**src/rtl/rsa_io_if.sv**
```systemverilog
// Bundles the RSA I/O controller's stream, exponentiator and status signals.
// The controller uses the slave modport; its environment uses the master modport.
interface rsa_io_if;
  logic         in_valid;
  logic         in_ready;
  logic [31:0]  in_data;
  logic [127:0] exp_m;
  logic [127:0] exp_e;
  logic [127:0] exp_n;
  logic         exp_start;
  logic [127:0] exp_c;
  logic         exp_ready;
  logic         out_valid;
  logic         out_ready;
  logic [31:0]  out_data;
  logic         err;
  logic         busy;

  modport slave (
    input  in_valid, in_data, exp_c, exp_ready, out_ready,
    output in_ready, exp_m, exp_e, exp_n, exp_start, out_valid, out_data, err, busy
  );

  modport master (
    output in_valid, in_data, exp_c, exp_ready, out_ready,
    input  in_ready, exp_m, exp_e, exp_n, exp_start, out_valid, out_data, err, busy
  );
endinterface

```
**src/rtl/rsa_io_ctrl.sv**
```systemverilog
// Loads m/e/n as twelve 32-bit words, kicks the exponentiator, then streams
// the 128-bit result out as four 32-bit words, LSW first.
//
// state | meaning
// LOAD  | accept operand words 0..11 into the shadow buffers
// START | exp_start held high for START_CYCLES cycles
// WAIT  | wait for exp_ready (first cycle ignored), capture exp_c
// DRAIN | present result words 0..3 on the output stream
module rsa_io_ctrl #(
  parameter int unsigned START_CYCLES = 2
) (
  input  logic     clk,
  input  logic     reset,
  rsa_io_if.slave  bus
);

  typedef enum logic [1:0] {LOAD, START, WAIT, DRAIN} state_t;

  state_t       state, state_nxt;
  logic [3:0]   cnt;
  logic [1:0]   k;
  logic [3:0]   start_tmr;
  logic         wait_first;
  logic         err_q;
  logic [127:0] buf_m, buf_e, buf_n;
  logic [127:0] op_m, op_e, op_n;
  logic [127:0] result;

  logic in_fire, out_fire, load_done, n_degen, capture;

  assign in_fire   = bus.in_valid && (state == LOAD);
  assign out_fire  = bus.out_ready && (state == DRAIN);
  assign load_done = in_fire && (cnt == 4'd11);
  // The last word is n[127:96]; n < 2 means it is zero and so is n[95:1].
  assign n_degen   = (bus.in_data == 32'd0) && (buf_n[95:1] == 95'd0);
  assign capture   = (state == WAIT) && !wait_first && bus.exp_ready;

  always_ff @(posedge clk or negedge reset) begin
    if (!reset) state <= LOAD;
    else        state <= state_nxt;
  end

  always_comb begin
    state_nxt = state;
    case (state)
      LOAD:    if (load_done) state_nxt = n_degen ? DRAIN : START;
      START:   if (start_tmr == 4'd0) state_nxt = WAIT;
      WAIT:    if (capture) state_nxt = DRAIN;
      DRAIN:   if (out_fire && (k == 2'd3)) state_nxt = LOAD;
      default: state_nxt = LOAD;
    endcase
  end

  always_ff @(posedge clk or negedge reset) begin
    if (!reset) begin
      cnt        <= 4'd0;
      k          <= 2'd0;
      start_tmr  <= 4'd0;
      wait_first <= 1'b0;
      err_q      <= 1'b0;
      buf_m      <= '0;
      buf_e      <= '0;
      buf_n      <= '0;
      op_m       <= '0;
      op_e       <= '0;
      op_n       <= '0;
      result     <= '0;
    end else begin
      err_q <= 1'b0;
      if (in_fire) begin
        cnt <= load_done ? 4'd0 : cnt + 4'd1;
        case (cnt[3:2])
          2'd0:    buf_m[32*cnt[1:0] +: 32] <= bus.in_data;
          2'd1:    buf_e[32*cnt[1:0] +: 32] <= bus.in_data;
          default: buf_n[32*cnt[1:0] +: 32] <= bus.in_data;
        endcase
      end
      // Operands seen by the exponentiator change only when a full load completes.
      if (load_done) begin
        op_m      <= buf_m;
        op_e      <= buf_e;
        op_n      <= {bus.in_data, buf_n[95:0]};
        start_tmr <= 4'(START_CYCLES - 1);
        if (n_degen) begin
          result <= '0;
          err_q  <= 1'b1;
        end
      end
      if (state == START) begin
        wait_first <= 1'b1;
        if (start_tmr != 4'd0) start_tmr <= start_tmr - 4'd1;
      end else if (state == WAIT) begin
        wait_first <= 1'b0;
      end
      if (capture) result <= bus.exp_c;
      if (out_fire) k <= k + 2'd1;
    end
  end

  assign bus.in_ready  = (state == LOAD);
  assign bus.out_valid = (state == DRAIN);
  assign bus.out_data  = (state == DRAIN) ? result[32*k +: 32] : 32'd0;
  assign bus.exp_start = (state == START);
  assign bus.exp_m     = op_m;
  assign bus.exp_e     = op_e;
  assign bus.exp_n     = op_n;
  assign bus.err       = err_q;
  assign bus.busy      = (state != LOAD);

endmodule

```
**src/flat_wrapper.sv**
```systemverilog
// flat-port wrapper written by rule: the top's interface ports become plain ports
module rsa_io_ctrl_flat 
#(
  parameter int unsigned START_CYCLES = 2
)
  (clk, reset, bus_in_valid, bus_in_data, bus_exp_c, bus_exp_ready, bus_out_ready, bus_in_ready, bus_exp_m, bus_exp_e, bus_exp_n, bus_exp_start, bus_out_valid, bus_out_data, bus_err, bus_busy);
  rsa_io_if bus_i ();
  input  logic clk;
  input  logic reset;
  input wire logic [$bits(bus_i.in_valid)-1:0] bus_in_valid;
  input wire logic [$bits(bus_i.in_data)-1:0] bus_in_data;
  input wire logic [$bits(bus_i.exp_c)-1:0] bus_exp_c;
  input wire logic [$bits(bus_i.exp_ready)-1:0] bus_exp_ready;
  input wire logic [$bits(bus_i.out_ready)-1:0] bus_out_ready;
  output wire logic [$bits(bus_i.in_ready)-1:0] bus_in_ready;
  output wire logic [$bits(bus_i.exp_m)-1:0] bus_exp_m;
  output wire logic [$bits(bus_i.exp_e)-1:0] bus_exp_e;
  output wire logic [$bits(bus_i.exp_n)-1:0] bus_exp_n;
  output wire logic [$bits(bus_i.exp_start)-1:0] bus_exp_start;
  output wire logic [$bits(bus_i.out_valid)-1:0] bus_out_valid;
  output wire logic [$bits(bus_i.out_data)-1:0] bus_out_data;
  output wire logic [$bits(bus_i.err)-1:0] bus_err;
  output wire logic [$bits(bus_i.busy)-1:0] bus_busy;
  assign bus_i.in_valid = bus_in_valid;
  assign bus_i.in_data = bus_in_data;
  assign bus_i.exp_c = bus_exp_c;
  assign bus_i.exp_ready = bus_exp_ready;
  assign bus_i.out_ready = bus_out_ready;
  assign bus_in_ready = bus_i.in_ready;
  assign bus_exp_m = bus_i.exp_m;
  assign bus_exp_e = bus_i.exp_e;
  assign bus_exp_n = bus_i.exp_n;
  assign bus_exp_start = bus_i.exp_start;
  assign bus_out_valid = bus_i.out_valid;
  assign bus_out_data = bus_i.out_data;
  assign bus_err = bus_i.err;
  assign bus_busy = bus_i.busy;
  rsa_io_ctrl #(.START_CYCLES(START_CYCLES)) u_core (.clk(clk), .reset(reset), .bus(bus_i));
endmodule
```
**config.mk**
```make
export PLATFORM = sky130hd
export DESIGN_NAME = rsa_io_ctrl_flat
export DESIGN_NICKNAME = d
export VERILOG_FILES = /design/src/rtl/rsa_io_if.sv /design/src/rtl/rsa_io_ctrl.sv /design/src/flat_wrapper.sv
export SDC_FILE = /design/constraint.sdc
export NUM_CORES = 1
export LEC_CHECK = 0
export CORE_UTILIZATION = 48
export DETAILED_ROUTE_END_ITERATION = 6
export PLACE_DENSITY = 0.81
export SYNTH_ARGS = -nofsm -noshare
export SYNTH_HDL_FRONTEND = slang
export SYNTH_SLANG_ARGS = --single-unit
```
**constraint.sdc**
```tcl
create_clock -name clk -period 2 [get_ports clk]
set_input_delay 0.3 -clock clk [delete_from_list [all_inputs] [get_ports clk]]
set_output_delay 0.3 -clock clk [all_outputs]
set_load 0.02 [all_outputs]
```
==> impl_metrics.py <==
metrics = {
    "grt": {
        "antenna_found_initial": 5,
        "grt_pass1_wl_um": 173000,
        "overflow": 0,
        "grt_pass1_vias": 29400,
        "grt_use_total": 0.320,
        "grt_max_degree": 129,
    },
    "status": {
        "violations": "design-rule violations, negative setup slack",
        "status": "finished with violations",
    },
    "pwr": {
        "peakVddDrop_v": 0.000960,
        "p_per_area_nw_per_um2": 1280,
        "leakagePower_nw": 26.5,
    },
    "routing": {
        "remaining_drc_errors": 8,
        "dr_wl_met2_um": 62100,
        "vias_per_cell": 5.77,
        "drt_first_pass_iters": 7,
        "m1WireLength_um": 46600,
        "wl_met3_um": 15400,
        "top_layer": "met5",
        "postRouteAntennaNets": 0,
        "post_drt_wl_per_cell_um": 24.6,
        "vias": 31600,
        "wl_um": 135000,
        "drt-initial-drc-count": 3851,
    },
    "floorplan": {
        "start_util": 0.486,
        "ioPinCount": 586,
        "rows": 97,
        "die-area_sq_um": 72200,
        "die_w_um": 269,
        "fp.dieH_um": 269,
        "core-area_sq_um": 70300,
    },
    "yosys": {
        "synth_area_per_cell_sq_um": 9.34,
        "ys_warn_count": 0,
        "netlist_area_sq_um": 34200,
        "yosys.area.top_type": "dfrtp_1",
        "syn-instance-count": 3657,
        "async_flop_share": 1.00,
        "ys_types": 38,
        "yosysTopAreaCellShare": 0.643,
        "synthTopCellsByArea": "dfrtp_1 64%, nand2_1 21%, o21ai_0 7.0%",
        "synth-seq-cells": 878,
        "seq_area_frac_synth": 0.643,
        "synth_fp_nets": 3835,
        "synth_flop_cell": "dfrtp_1",
        "synth_edf_count": 0,
        "ys_top_cells_by_count": "1902 x nand2_1, 878 x dfrtp_1, 475 x o21ai_0",
        "synth.most_common_cell": "nand2_1",
    },
    "placement": {
        "io_buffer_count": 585,
        "dp_slack_ps": -1430,
        "dp_hpwl_um": 77300,
        "gp_congestion": 0.901,
    },
    "sta": {
        "whs_ps": 181,
        "slew_viol_final": 0,
        "fin_crit_sh": 1.33,
        "rsz0062_at_grt": "yes",
        "setup_violations": 571,
        "slew-limit-headroom": 0.619,
        "finalSetupTns_ps": -113340,
        "fin_crit_ps": 2670,
        "finClkSkew_ps": 56.9,
        "tightest_slew_ps": 567,
        "finalHoldViolations": 0,
        "fmax_mhz": 375,
        "worst_slack_ps": -669,
    },
    "setup_path": {
        "critical_path_class": "flop to flop",
        "crit_arrival_ps": 3170,
        "cp-end-kind": "flop",
        "worst-r2r-setup-slack_ps": -670,
        "cp-start-kind": "flop",
        "required_ps": 2500,
        "crit_fanout": 6,
    },
    "finish": {
        "drive_gt1_frac": 0.186,
        "areaGrowthSynthToFinish_pct": 45.0,
        "layout.nets": 4646,
    },
    "clocking": {
        "insertion_delay_ps": 680,
        "cts.sinks": 878,
        "path_clk_slew_ps": 70,
        "numCtsBuffers": 89,
        "cts_tree": "done",
        "clockRootBuffer": "clkbuf_16",
        "max-clock-path-buffers": 3,
        "htree_levels": 3,
    },
    "hold_path": {
        "hp-class": "input pin to flop",
    },
    "run": {
        "cap_violations": 0,
    },
}
==> critical path, stage by stage, from the launching register on <==
cell and delay [ps]:
dfrtp_1 420, nor4_4 350, buf_4 170, nand4_1 190, or4_4 580, nor3_4 220, buf_12 160, clkbuf_16 180
clkbuf_16 160, o21ai_2 50
==> worst paths after layout <==
kind | start | end | depth (start not counted)
min reg2reg | u_core.buf_m[77] | u_core.bus.exp_m[77] | 2
max reg2reg | u_core.buf_n[39] | u_core.result[31] | 9
min in group asynchronous | reset | u_core.result[99] | 2
min | bus_exp_c[27] | u_core.result[27] | 3
max | u_core.buf_n[39] | u_core.result[31] | 9
max in group asynchronous | reset | u_core.buf_e[21] | 3
==> kinds of logic after synthesis <==
kind of cell,synth area share
and+or+nand+nor,0.227
DFF,0.643
AOI/OAI and AO/OA,0.0746
buffers and inverters,0.0269
muxes,0.0227
adders and majority gates,0.00476
xor gates and xnor gates,0.000257
==> through the flow <==
step	area (sq um)	power, mW	cells	util
after floorplan	34200	32.3	3657	-
after global placement	43200	41.6	5225	0.614
after detailed placement	43200	42.2	5225	0.614
after CTS	46600	60.3	5391	0.664
after global routing	49500	65.5	5474	0.705
final	49500	63.2	5475	0.705
==> layout by cell type (no fill, tap or decap), types with 54 or more instances in the layout <==
cell type        synthesis  final
dfrtp_1                878    875
buf_4                    0    206
nand2_1               1902   1822
buf_12                   2     68
clkdlybuf4s50_1          0    403
dlymetal6s2s_1           0    145
o21ai_2                  9    115
o21ai_0                475    329
clkbuf_16                0    140
nand2_2                  0     54
==> layout make-up <==
type / instances / area, sq um
flip-flops and latches: 878 / 22000
repair buffers: 940 / 11000
multi-input cells: 2550 / 12400
inverters: 9 / 36.3
well taps: 940 / 1180
fillers: 4540 / 20800
clock inverters: 34 / 448
clock buffers: 121 / 2550
diodes: 3 / 7.51
==> per-layer routing <==
| metal | vias to the layer above | track usage |
|---|---|---|
| met5 | - | 0 |
| met4 | 6 | 0.195 |
| met3 | 603 | 0.101 |
| met2 | 2194 | 0.498 |
| met1 | 15500 | 0.391 |
| li1 | 13300 | - |
==> flip-flops by register name, summed over array words and instances (netlist names) <==
name / flops
u_core.buf_m: 128
u_core.state: 2
u_core.bus.err: 1
u_core.buf_n: 96
u_core.wait_first: 1
u_core.start_tmr: 4
u_core.cnt: 4
u_core.bus.exp_n: 128
u_core.buf_e: 128
u_core.result: 128
u_core.bus.exp_e: 128
u_core.k: 2
u_core.bus.exp_m: 128
==> power by group <==
group	total, mW	switching, mW	internal, mW
sequential	24.5	2.87	21.7
combinational	21.5	11.7	9.88
clock	17.1	7.48	9.66
total	63.2	22.0	41.2
==> repair_timing <==
action,4_1_cts,5_1_grt
cloned,5,65
setup buffers,5,19
setup endpoints to repair,342,540
hold endpoints to repair,150,0
gates resized for setup,360,467
pin swaps,30,181
hold buffers,1,0
(Power assumes the default switching activity.)
